$ cat config.mk
export PLATFORM = sky130hd
export DESIGN_NAME = timing_pulse_decoder
export DESIGN_NICKNAME = d
export VERILOG_FILES = /design/src/rtl/tpd_pkg.sv /design/src/rtl/tp_onehot_encoder.sv /design/src/rtl/timing_pulse_decoder.sv
export SDC_FILE = /design/constraint.sdc
export NUM_CORES = 1
export LEC_CHECK = 0
export CAP_MARGIN = 10
export CORE_ASPECT_RATIO = 1.5
export CORE_MARGIN = 8
export CORE_UTILIZATION = 34
export CTS_CLUSTER_SIZE = 24
export DETAILED_ROUTE_END_ITERATION = 10
export PLACE_DENSITY = 0.68
export RECOVER_POWER = 100
export SLEW_MARGIN = 20
export SYNTH_ARGS = -nofsm -noshare
export SYNTH_HDL_FRONTEND = slang
export SYNTH_SLANG_ARGS = --single-unit
$ cat constraint.sdc
create_clock -name clk -period 13.3 [get_ports clk]
set_input_delay 2.66 -clock clk [delete_from_list [all_inputs] [get_ports clk]]
set_output_delay 2.66 -clock clk [all_outputs]
set_load 0.005 [all_outputs]
$ cat src/rtl/tpd_pkg.sv
// Shared definitions for the timing-pulse decoder.
//   TP_W          width of the tp1..tp8 pulse bus
//   tpd_state_e   decoder FSM states (HUNT / TRACK / LOCKED)
//   onehot_to_idx classify a pulse sample and return {legal, idx[2:0]}
package tpd_pkg;

  localparam int unsigned TP_W = 8;

  typedef enum logic [1:0] {
    ST_HUNT   = 2'd0,
    ST_TRACK  = 2'd1,
    ST_LOCKED = 2'd2
  } tpd_state_e;

  // A sample is legal only if exactly one bit is set and that bit lies
  // inside the active pulse range. idx is the position of the highest set
  // bit; it is only meaningful when legal is 1.
  function automatic logic [3:0] onehot_to_idx(input logic [TP_W-1:0] tp,
                                               input int unsigned num_pulses);
    logic [3:0] cnt;
    logic [2:0] idx;
    logic       legal;
    cnt = '0;
    idx = '0;
    for (int i = 0; i < TP_W; i++) begin
      if (tp[i]) begin
        cnt = cnt + 4'd1;
        idx = 3'(i);
      end
    end
    legal = (cnt == 4'd1) && (32'(idx) < num_pulses);
    return {legal, idx};
  endfunction

endpackage

$ cat src/rtl/tp_onehot_encoder.sv
// Combinational classifier/encoder for the one-hot timing-pulse bus.
// Ports:
//   tp_i     pulse sample, tp_i[0]=tp1 .. tp_i[7]=tp8
//   legal_o  sample is exactly one pulse within tp1..tpNUM_PULSES
//   idx_o    zero-based index of the pulse (valid when legal_o)
module tp_onehot_encoder
  import tpd_pkg::*;
#(
  parameter int unsigned NUM_PULSES = 7
) (
  input  logic [TP_W-1:0] tp_i,
  output logic            legal_o,
  output logic [2:0]      idx_o
);

  always_comb begin
    {legal_o, idx_o} = onehot_to_idx(tp_i, NUM_PULSES);
  end

endmodule

$ cat src/rtl/timing_pulse_decoder.sv
// Timing-pulse decoder: receive-side partner of the pulse sequence generator.
// Decodes the one-hot tp1..tpNUM_PULSES train into a phase index, checks
// ordering and one-hot integrity, locks after LOCK_CYCLES clean cycles,
// counts completed cycles while locked and reports sequence faults.
// Optional build macro: TPD_STICKY_ERR_EN
//   defined   -> seq_error sets on the first fault and holds until reset
//   undefined -> seq_error pulses for one cycle per fault
// Ports:
//   clk, reset   clock and synchronous active-high reset
//   tp           one-hot pulse train, tp[0]=tp1 .. tp[7]=tp8
//   phase        decoded phase index (meaningful when phase_valid)
//   phase_valid  sample was legal and in order
//   cycle_start  phase 0 decoded while locked
//   cycle_end    last phase decoded while locked
//   locked       synchronised to the pulse train
//   cycle_count  completed cycles while locked, wraps
//   seq_error    fault flag (pulse or sticky)
//   err_count    fault count, saturating
//   fsm_state    debug view of the decoder FSM
// All outputs are registered: tp sampled at edge N is reflected after edge N.
module timing_pulse_decoder
  import tpd_pkg::*;
#(
  parameter int unsigned NUM_PULSES  = 7,
  parameter int unsigned LOCK_CYCLES = 2,
  parameter int unsigned CNT_W       = 16
) (
  input  logic             clk,
  input  logic             reset,
  input  logic [TP_W-1:0]  tp,
  output logic [2:0]       phase,
  output logic             phase_valid,
  output logic             cycle_start,
  output logic             cycle_end,
  output logic             locked,
  output logic [CNT_W-1:0] cycle_count,
  output logic             seq_error,
  output logic [CNT_W-1:0] err_count,
  output tpd_state_e       fsm_state
);

  localparam logic [2:0] LAST_PHASE  = 3'(NUM_PULSES - 1);
  localparam logic [3:0] LOCK_TARGET = 4'(LOCK_CYCLES);

  function automatic logic [2:0] next_phase(input logic [2:0] p);
    return (p == LAST_PHASE) ? 3'd0 : p + 3'd1;
  endfunction

  logic       tp_legal;
  logic [2:0] tp_idx;

  tp_onehot_encoder #(
    .NUM_PULSES(NUM_PULSES)
  ) u_encoder (
    .tp_i   (tp),
    .legal_o(tp_legal),
    .idx_o  (tp_idx)
  );

  tpd_state_e       state_q, state_d;
  logic [2:0]       exp_q, exp_d;
  logic [3:0]       clean_q, clean_d;
  logic [2:0]       phase_q, phase_d;
  logic             phase_valid_q, phase_valid_d;
  logic             cycle_start_q, cycle_start_d;
  logic             cycle_end_q, cycle_end_d;
  logic             locked_q, locked_d;
  logic [CNT_W-1:0] cycle_count_q, cycle_count_d;
  logic             seq_error_q, seq_error_d;
  logic [CNT_W-1:0] err_count_q, err_count_d;
  logic             fault;

  always_comb begin
    state_d       = state_q;
    exp_d         = exp_q;
    clean_d       = clean_q;
    phase_d       = '0;
    phase_valid_d = 1'b0;
    cycle_start_d = 1'b0;
    cycle_end_d   = 1'b0;
    cycle_count_d = cycle_count_q;
    err_count_d   = err_count_q;
    fault         = 1'b0;

    unique case (state_q)
      ST_HUNT: begin
        // Only a clean tp1 acquires; anything else is silently ignored.
        if (tp_legal && (tp_idx == 3'd0)) begin
          state_d       = ST_TRACK;
          exp_d         = next_phase(3'd0);
          phase_valid_d = 1'b1;
        end
      end
      ST_TRACK, ST_LOCKED: begin
        if (tp_legal && (tp_idx == exp_q)) begin
          phase_d       = tp_idx;
          phase_valid_d = 1'b1;
          exp_d         = next_phase(tp_idx);
          if (state_q == ST_LOCKED) begin
            cycle_start_d = (tp_idx == 3'd0);
            if (tp_idx == LAST_PHASE) begin
              cycle_end_d   = 1'b1;
              cycle_count_d = cycle_count_q + CNT_W'(1);
            end
          end else if (tp_idx == LAST_PHASE) begin
            clean_d = clean_q + 4'd1;
            if (clean_d == LOCK_TARGET) state_d = ST_LOCKED;
          end
        end else begin
          // Illegal or out-of-order sample (including a repeated pulse).
          // The sample is consumed by the fault even if it is a tp1.
          fault   = 1'b1;
          state_d = ST_HUNT;
          exp_d   = 3'd0;
          clean_d = 4'd0;
        end
      end
      default: begin
        state_d = ST_HUNT;
        exp_d   = 3'd0;
        clean_d = 4'd0;
      end
    endcase

    if (fault && (err_count_q != {CNT_W{1'b1}})) begin
      err_count_d = err_count_q + CNT_W'(1);
    end

`ifdef TPD_STICKY_ERR_EN
    seq_error_d = seq_error_q | fault;
`else
    seq_error_d = fault;
`endif

    locked_d = (state_d == ST_LOCKED);
  end

  always_ff @(posedge clk) begin
    if (reset) begin
      state_q       <= ST_HUNT;
      exp_q         <= '0;
      clean_q       <= '0;
      phase_q       <= '0;
      phase_valid_q <= 1'b0;
      cycle_start_q <= 1'b0;
      cycle_end_q   <= 1'b0;
      locked_q      <= 1'b0;
      cycle_count_q <= '0;
      seq_error_q   <= 1'b0;
      err_count_q   <= '0;
    end else begin
      state_q       <= state_d;
      exp_q         <= exp_d;
      clean_q       <= clean_d;
      phase_q       <= phase_d;
      phase_valid_q <= phase_valid_d;
      cycle_start_q <= cycle_start_d;
      cycle_end_q   <= cycle_end_d;
      locked_q      <= locked_d;
      cycle_count_q <= cycle_count_d;
      seq_error_q   <= seq_error_d;
      err_count_q   <= err_count_d;
    end
  end

  assign phase       = phase_q;
  assign phase_valid = phase_valid_q;
  assign cycle_start = cycle_start_q;
  assign cycle_end   = cycle_end_q;
  assign locked      = locked_q;
  assign cycle_count = cycle_count_q;
  assign seq_error   = seq_error_q;
  assign err_count   = err_count_q;
  assign fsm_state   = state_q;

endmodule

Word-level counts from Yosys, hierarchy flattened
Index checks and enable logic that the tools add are counted.
W data, S select, Z words.
{"block": "classes", "multipliers": 0, "shift": 0, "n_mux": 35, "eq_ne": 11, "bitwise_logic": 4, "add_sub_neg": 11, "reduce_logical": 11, "magnitude_cmp": 1, "div_mod_pow": 0}
{"operator": "$mux W4", "count": 10}
{"operator": "$add A16 B1 Y16 const B", "count": 2}
{"operator": "$add A4 B1 Y4 const B", "count": 7}
{"operator": "$mux W3", "count": 7}
{"operator": "$ne A16 B16 Y1 const B", "count": 1}
{"operator": "$mux W2", "count": 7}
{"operator": "$pmux W4 S2", "count": 1}
{"operator": "$mux W1", "count": 7}
{"operator": "$ne A3 B3 Y1 const B", "count": 2}
{"operator": "$pmux W3 S2", "count": 1}
{"operator": "$eq A2 B2 Y1 const B", "count": 2}
{"operator": "$eq A4 B1 Y1 const B", "count": 1}
{"operator": "$eq A4 B2 Y1 const B", "count": 1}
{"operator": "$logic_and A1 B1 Y1", "count": 4}
{"operator": "$not A1 Y1", "count": 4}
{"operator": "$pmux W2 S2", "count": 1}
{"operator": "$reduce_and A4 Y1", "count": 1}
{"operator": "$reduce_or A4 Y1", "count": 1}
{"operator": "$add A3 B1 Y3 const B", "count": 1}
{"operator": "$eq A3 B3 Y1", "count": 1}
{"operator": "$eq A3 B3 Y1 const B", "count": 1}
{"operator": "$logic_not A3 Y1", "count": 1}
{"operator": "$lt A3 B3 Y1 const B", "count": 1}
{"operator": "$reduce_and A3 Y1", "count": 1}
{"operator": "7 further kinds", "count": 7}
{"block": "totals", "input_bits": 10, "out_inout_bits": 42, "mem_count": 0, "wordCells": 84, "mem_bits_ro": 0, "mem_bits_rw": 0, "latchBits": 0, "regBits": 49}

Depth between registers and ports, before layout
{"block": "depth", "ltp_word": 21, "ltp_mapped": 22, "mapped_depth_nobuf": 20}

Hierarchy
Synthesis repeated with hierarchy kept, for this count alone.
{"block": "hier_totals", "cells_unflattened": 383, "area_unflattened_um2": 3148.0}
{"module": "timing_pulse_decoder", "area_per_inst_um2": 2668.8, "seq_area_each_um2": 980.9, "instances": 1, "cells_each": 314}
{"module": "tp_onehot_encoder", "area_per_inst_um2": 479.2, "seq_area_each_um2": 0.0, "instances": 1, "cells_each": 69}

Least setup slack after synthesis
No wires, ideal clock.
{"block": "synth_timing", "path_type": "in2reg", "startpoint": "input tp[1]", "endpoint": "register err_count_q[8] (netlist: err_count[8])", "required_ps": 13179, "setup_ps": 121, "arrival_ps": 6965, "path_buffers": 1, "path_stages": 21, "slack_ps": 6214, "path_cell_list": "inv_1 > ha_1 > xor2_1 > ha_1 > nand2_1 > o21ai_0 > ha_1 > nand2_1 > o21ai_0 > or2_2 > ha_1 > mux2_2 > ha_1 > nand2_1 > xor2_1 > a41oi_1 > a211oi_1 > nor3_1 > clkbuf_1 > nor4_1 > mux2_2"}
{"block": "synth_via", "elab_chain_len": 19, "elab_cells_between_ends": 28, "classes_between": "add/sub: 6; order compare: 1; eq/ne: 2; mux: 16; reduce/logical: 3"}
{"item": "start: declaration", "line": "timing_pulse_decoder.sv:30", "rtl": "input logic [TP_W-1:0] tp,"}
{"item": "$mux W4", "line": "tpd_pkg.sv:26", "rtl": "if (tp[i]) begin"}
{"item": "$add A4 B1 Y4", "line": "tpd_pkg.sv:27", "rtl": "cnt = cnt + 4'd1;"}
{"item": "$mux W4", "line": "tpd_pkg.sv:26"}
{"item": "$add A4 B1 Y4", "line": "tpd_pkg.sv:27"}
{"item": "$mux W4", "line": "tpd_pkg.sv:26"}
{"item": "$add A4 B1 Y4", "line": "tpd_pkg.sv:27"}
{"item": "$mux W4", "line": "tpd_pkg.sv:26"}
{"item": "$add A4 B1 Y4", "line": "tpd_pkg.sv:27"}
{"item": "[... 3 more ...]"}
{"item": "$add A4 B1 Y4", "line": "tpd_pkg.sv:27"}
{"item": "$mux W4", "line": "tpd_pkg.sv:26"}
{"item": "$eq A4 B1 Y1", "line": "tpd_pkg.sv:31", "rtl": "legal = (cnt == 4'd1) && (32'(idx) < num_pulses);"}
{"item": "$logic_and A1 B1 Y1", "line": "tpd_pkg.sv:31"}
{"item": "$logic_and A1 B1 Y1 (*)", "line": "timing_pulse_decoder.sv:95", "rtl": "if (tp_legal && (tp_idx == exp_q)) begin"}
{"item": "$mux W1 (*)", "line": "timing_pulse_decoder.sv:95"}
{"item": "$mux W1 (*)", "line": "timing_pulse_decoder.sv:85", "rtl": "unique case (state_q)"}
{"item": "$logic_and A1 B1 Y1 (*)", "line": "timing_pulse_decoder.sv:125", "rtl": "if (fault && (err_count_q != {CNT_W{1'b1}})) begin"}
{"item": "end signal: assignment", "line": "timing_pulse_decoder.sv:162", "rtl": "err_count_q <= err_count_d;"}
{"item": "end: declaration", "line": "timing_pulse_decoder.sv:70", "rtl": "logic [CNT_W-1:0] err_count_q, err_count_d;"}
Mark *: on every way between the ends. The rest lies on a longest branch, timed or not.
A chain may end at the register's enable or synchronous reset.

Worst setup path in the final report
{"block": "layout_timing", "startpoint": "input tp[1]", "endpoint": "register cycle_count_q[10] (netlist: cycle_count[10])"}
{"block": "layout_via", "elab_chain_len": 17, "elab_cells_between_ends": 27, "classes_between": "add/sub: 6; order compare: 1; eq/ne: 3; mux: 14; reduce/logical: 3"}
{"item": "$mux W4", "line": "tpd_pkg.sv:26"}
{"item": "$add A4 B1 Y4", "line": "tpd_pkg.sv:27"}
{"item": "$mux W4", "line": "tpd_pkg.sv:26"}
{"item": "$add A4 B1 Y4", "line": "tpd_pkg.sv:27"}
{"item": "$mux W4", "line": "tpd_pkg.sv:26"}
{"item": "$add A4 B1 Y4", "line": "tpd_pkg.sv:27"}
{"item": "$mux W4", "line": "tpd_pkg.sv:26"}
{"item": "$add A4 B1 Y4", "line": "tpd_pkg.sv:27"}
{"item": "$mux W4", "line": "tpd_pkg.sv:26"}
{"item": "$add A4 B1 Y4", "line": "tpd_pkg.sv:27"}
{"item": "$mux W4", "line": "tpd_pkg.sv:26"}
{"item": "$add A4 B1 Y4", "line": "tpd_pkg.sv:27"}
{"item": "$mux W4", "line": "tpd_pkg.sv:26"}
{"item": "$eq A4 B1 Y1", "line": "tpd_pkg.sv:31"}
{"item": "$logic_and A1 B1 Y1", "line": "tpd_pkg.sv:31"}
{"item": "$logic_and A1 B1 Y1", "line": "timing_pulse_decoder.sv:95"}
{"item": "$reduce_and A4 Y1 (no source line) (*)"}
{"item": "end signal: assignment", "line": "timing_pulse_decoder.sv:160", "rtl": "cycle_count_q <= cycle_count_d;"}
{"item": "end: declaration", "line": "timing_pulse_decoder.sv:68", "rtl": "logic [CNT_W-1:0] cycle_count_q, cycle_count_d;"}
Marked as above.

==> run metrics <==
outcome=finished with violations; failing checks=max-capacitance violations, max-slew violations; DR iter-0 viols=185; worst setup margin=4.41 ns; final setup fails=0; Post-DRT Antenna Nets=0; Leak=1.38 nW; Post-Synthesis Cell Area=2980 um^2; startpoint types=primary input; per-cell routed wire length=14.9 um; Final HPWL DP=5780 um; CTS resizes=0; critical path peak fanout=12; Sw Ratio=25.7%; Psw=0.0828 mW; Hold Violations, Final=0; peak supply drop=0.0000518 V; largest net degree at the start of global routing=52; EDFF count, synth=0; syn_area_per_cell=8.03 um^2; RePlAce Congestion=0.834; Worst-path clk slew=0.07 ns; Max stage delay on crit path=1.67 ns; first-pass GRT wire length=13,400 um; H-tree Lvls=2; CP Class=in -> reg; Critical Path RT=13.48 ns; P&R area growth vs syn=24.4%; sequential element share of the synthesized area=32.9%; critical path's slowest cell=nor4_1; nets@finish=435; CTS Hold Bufs=0; CP Cell Sequence=dlygate4sd3_1 > inv_1 > ha_1 > xor2_1 > ha_1 > nand2_1 > o21ai_0 > ha_1 > nand2_1 > o21ai_0 > or2_2 > ha_1 > mux2_2 > ha_1 > nand2b_1 > nor3b_1 > a221oi_2 > clkbuf_1 > nor4_1 > nand4_1 > mux2_2; type of the worst min-delay path=reg -> reg; WHS=0.491 ns; Post-CTS Setup Repair Bufs=0; share of cells above drive strength 1=6.08%; asr flop ratio synth=0%; vias per cell=5.41; Clock Power Share=39.8%; Primary FF master, synth=dfxtp_1; Mapped Nets=395; Routed Wire Length=7750 um; 1st-pass router iterations=4; Int Pwr=0.240 mW; vias in the first global route=2,831; Max-slew headroom=-37.4%; CTS sink count=49; Initial Util=34.3%; fmax=112 MHz; Comb power frac=14.7%; Synth warnings=0; Worst-Skew Late Latency=0.29 ns; Reg power frac=45.5%; CP most frequent cell=ha_1; #FFs+latches synth=49; setup TNS=0 ns; Worst-Margin Slew=2.04 ns; Top Ports=52; fin crit period=8.89 ns; pwr dens=87.1 nW/um^2; TritonCTS Buffers=5; Global Route Usage Sum=13.4%; count of input and output buffers=51; Die Ht=131 um; Die X=92.4 um; DP Worst Slack=4.99 ns; CTS tree=yes; Cells after Synth=371; CTS max path bufs=2; WP data arrival=9.07 ns; area of the die=12,100 um^2; CP Capture Type=flop; skew final=0.00465 ns; ant diodes=0; Slew Limit Fails=13; grt ovf=0; Root Buffer=clkbuf_16; Max Cap Violations=1; vias after detailed routing=2,820; antenna violations before repair=0; fin crit share=66.8%; Core ar.=8670 um^2; Rows=42; post-synth cell types=51; Reg2Reg Setup Slack=9.66 ns; RSZ-0062 raised after global routing=no; DRC Markers=0
-- cells in the mapped netlist (2+ instances only) --
library cell | n | share of area [%]
a2111oi_0 | 2 | 0.59
a211oi_1 | 3 | 0.76
a21oi_1 | 32 | 5.4
and2_1 | 8 | 1.7
and3_1 | 10 | 2.1
and4_1 | 2 | 0.59
buf_1 | 2 | 0.25
buf_2 | 3 | 0.50
clkbuf_1 | 15 | 1.9
dfxtp_1 | 49 | 33
ha_1 | 14 | 5.9
inv_1 | 13 | 1.6
mux2_2 | 6 | 2.3
nand2_1 | 33 | 4.2
nand2b_1 | 6 | 1.3
nand3_1 | 9 | 1.5
nand3b_1 | 2 | 0.50
nand4_1 | 12 | 2.5
nand4b_1 | 6 | 1.8
nor2_1 | 23 | 2.9
nor2b_1 | 9 | 1.9
nor3_1 | 8 | 1.3
nor3b_1 | 5 | 1.3
nor4_1 | 4 | 0.84
o211ai_1 | 4 | 1.0
o21a_1 | 2 | 0.50
o21ai_0 | 31 | 5.2
o31ai_1 | 6 | 1.5
or2_2 | 3 | 0.63
or3_1 | 11 | 2.3
or3b_2 | 2 | 0.59
or4_1 | 8 | 2.0
xnor2_1 | 5 | 1.5
xnor3_1 | 2 | 1.5
xor2_1 | 5 | 1.5
-- sequential cells by signal (all words and copies together), names as in the netlist --
name / cells
clean_q: 4
cycle_count: 16
cycle_end: 1
cycle_start: 1
err_count: 16
exp_q: 3
fsm_state: 2
locked: 1
phase: 3
phase_valid: 1
seq_error: 1
-- cells in the final DEF, fill, tap and decap left out, types with 2 or more instances in the layout --
master and count:
dfxtp_1 49, nand4_1 12, dlygate4sd3_1 43, mux2_2 6
o31ai_1 6, or4_1 8, ha_1 14, xnor3_1 2
and2_1 7, or3_1 11, nand2b_1 6, xnor2_1 5
a21oi_1 32, nor4_1 4, o211ai_1 4, o21ai_0 31
o21a_1 2, or2_2 3, xor2_1 5, and4_1 2
clkbuf_16 5, clkbuf_1 2, and3_1 10, nor2_1 23
nand2_1 33, nand3_1 9, nor2b_1 9, clkdlybuf4s50_1 8
nand3b_1 2, nand4b_1 6, inv_1 13, a211oi_1 3
nor3_1 8, nor3b_1 5, or3b_2 2, a2111oi_0 2
-- per-layer routing --
layer,track usage [%],part of all wire (%),vias up
li1,-,-,1438
met1,14.8,42,1320
met2,24.6,52,54
met3,3.03,4.1,8
met4,4.95,1.8,0
met5,0,0,-
-- cell families after synthesis --
group,synth area share [%]
simple gates,30.7
compound gates,18.7
flops,32.9
buf+inv,4.45
fa+ha+maj,5.88
xor+xnor,5.00
mux,2.27
-- worst paths after layout --
| path | cells after the start | to | start |
|---|---|---|---|
| worst min register to register | 2 | clean_q[1] | clean_q[1] |
| worst min-delay path | 2 | clean_q[1] | clean_q[1] |
| worst max-delay path | 21 | cycle_count[10] | tp[1] |
| worst max register to register | 6 | cycle_count[10] | fsm_state[1] |
-- metrics by stage --
step | cell area, um^2 | util [%] | total power, mW | std cells
2_1_floorplan | 2980 | - | 0.185 | 371
3_3_place_gp | 3580 | 41.2 | 0.197 | 514
3_5_place_dp | 3580 | 41.3 | 0.200 | 514
6_report | 3700 | 42.7 | 0.323 | 521
4_1_cts | 3730 | 43.0 | 0.329 | 521
5_1_grt | 3700 | 42.7 | 0.337 | 521
-- cell type report --
| type | count | area [um^2] |
|---|---|---|
| fillers | 894 | 4970 |
| multi-input cells | 288 | 1860 |
| flip-flops and latches | 49 | 981 |
| repair buffers | 54 | 526 |
| clock buffers | 6 | 139 |
| well taps | 110 | 138 |
| inverters | 13 | 48.8 |
| clock inverters | 1 | 7.51 |
-- worst max-delay path: cells and delay by family --
family	cells	cell delay, ns
adders and majority gates	5	1.53
and+or+nand+nor	7	2.81
xor gates and xnor gates	1	0.19
buffers and inverters	3	0.90
muxes	2	0.65
AOI/OAI and AO/OA	3	0.35
-- power groups by stage --
stage	clock [mW]	combinational, mW	sequential [mW]
6_report	0.129	0.0473	0.147
5_1_grt	0.137	0.0530	0.147
4_1_cts	0.132	0.0500	0.147
3_5_place_dp	0	0.0500	0.150
3_3_place_gp	0	0.0465	0.150
2_1_floorplan	0	0.0347	0.150
Power figures use the tool's default switching activity.
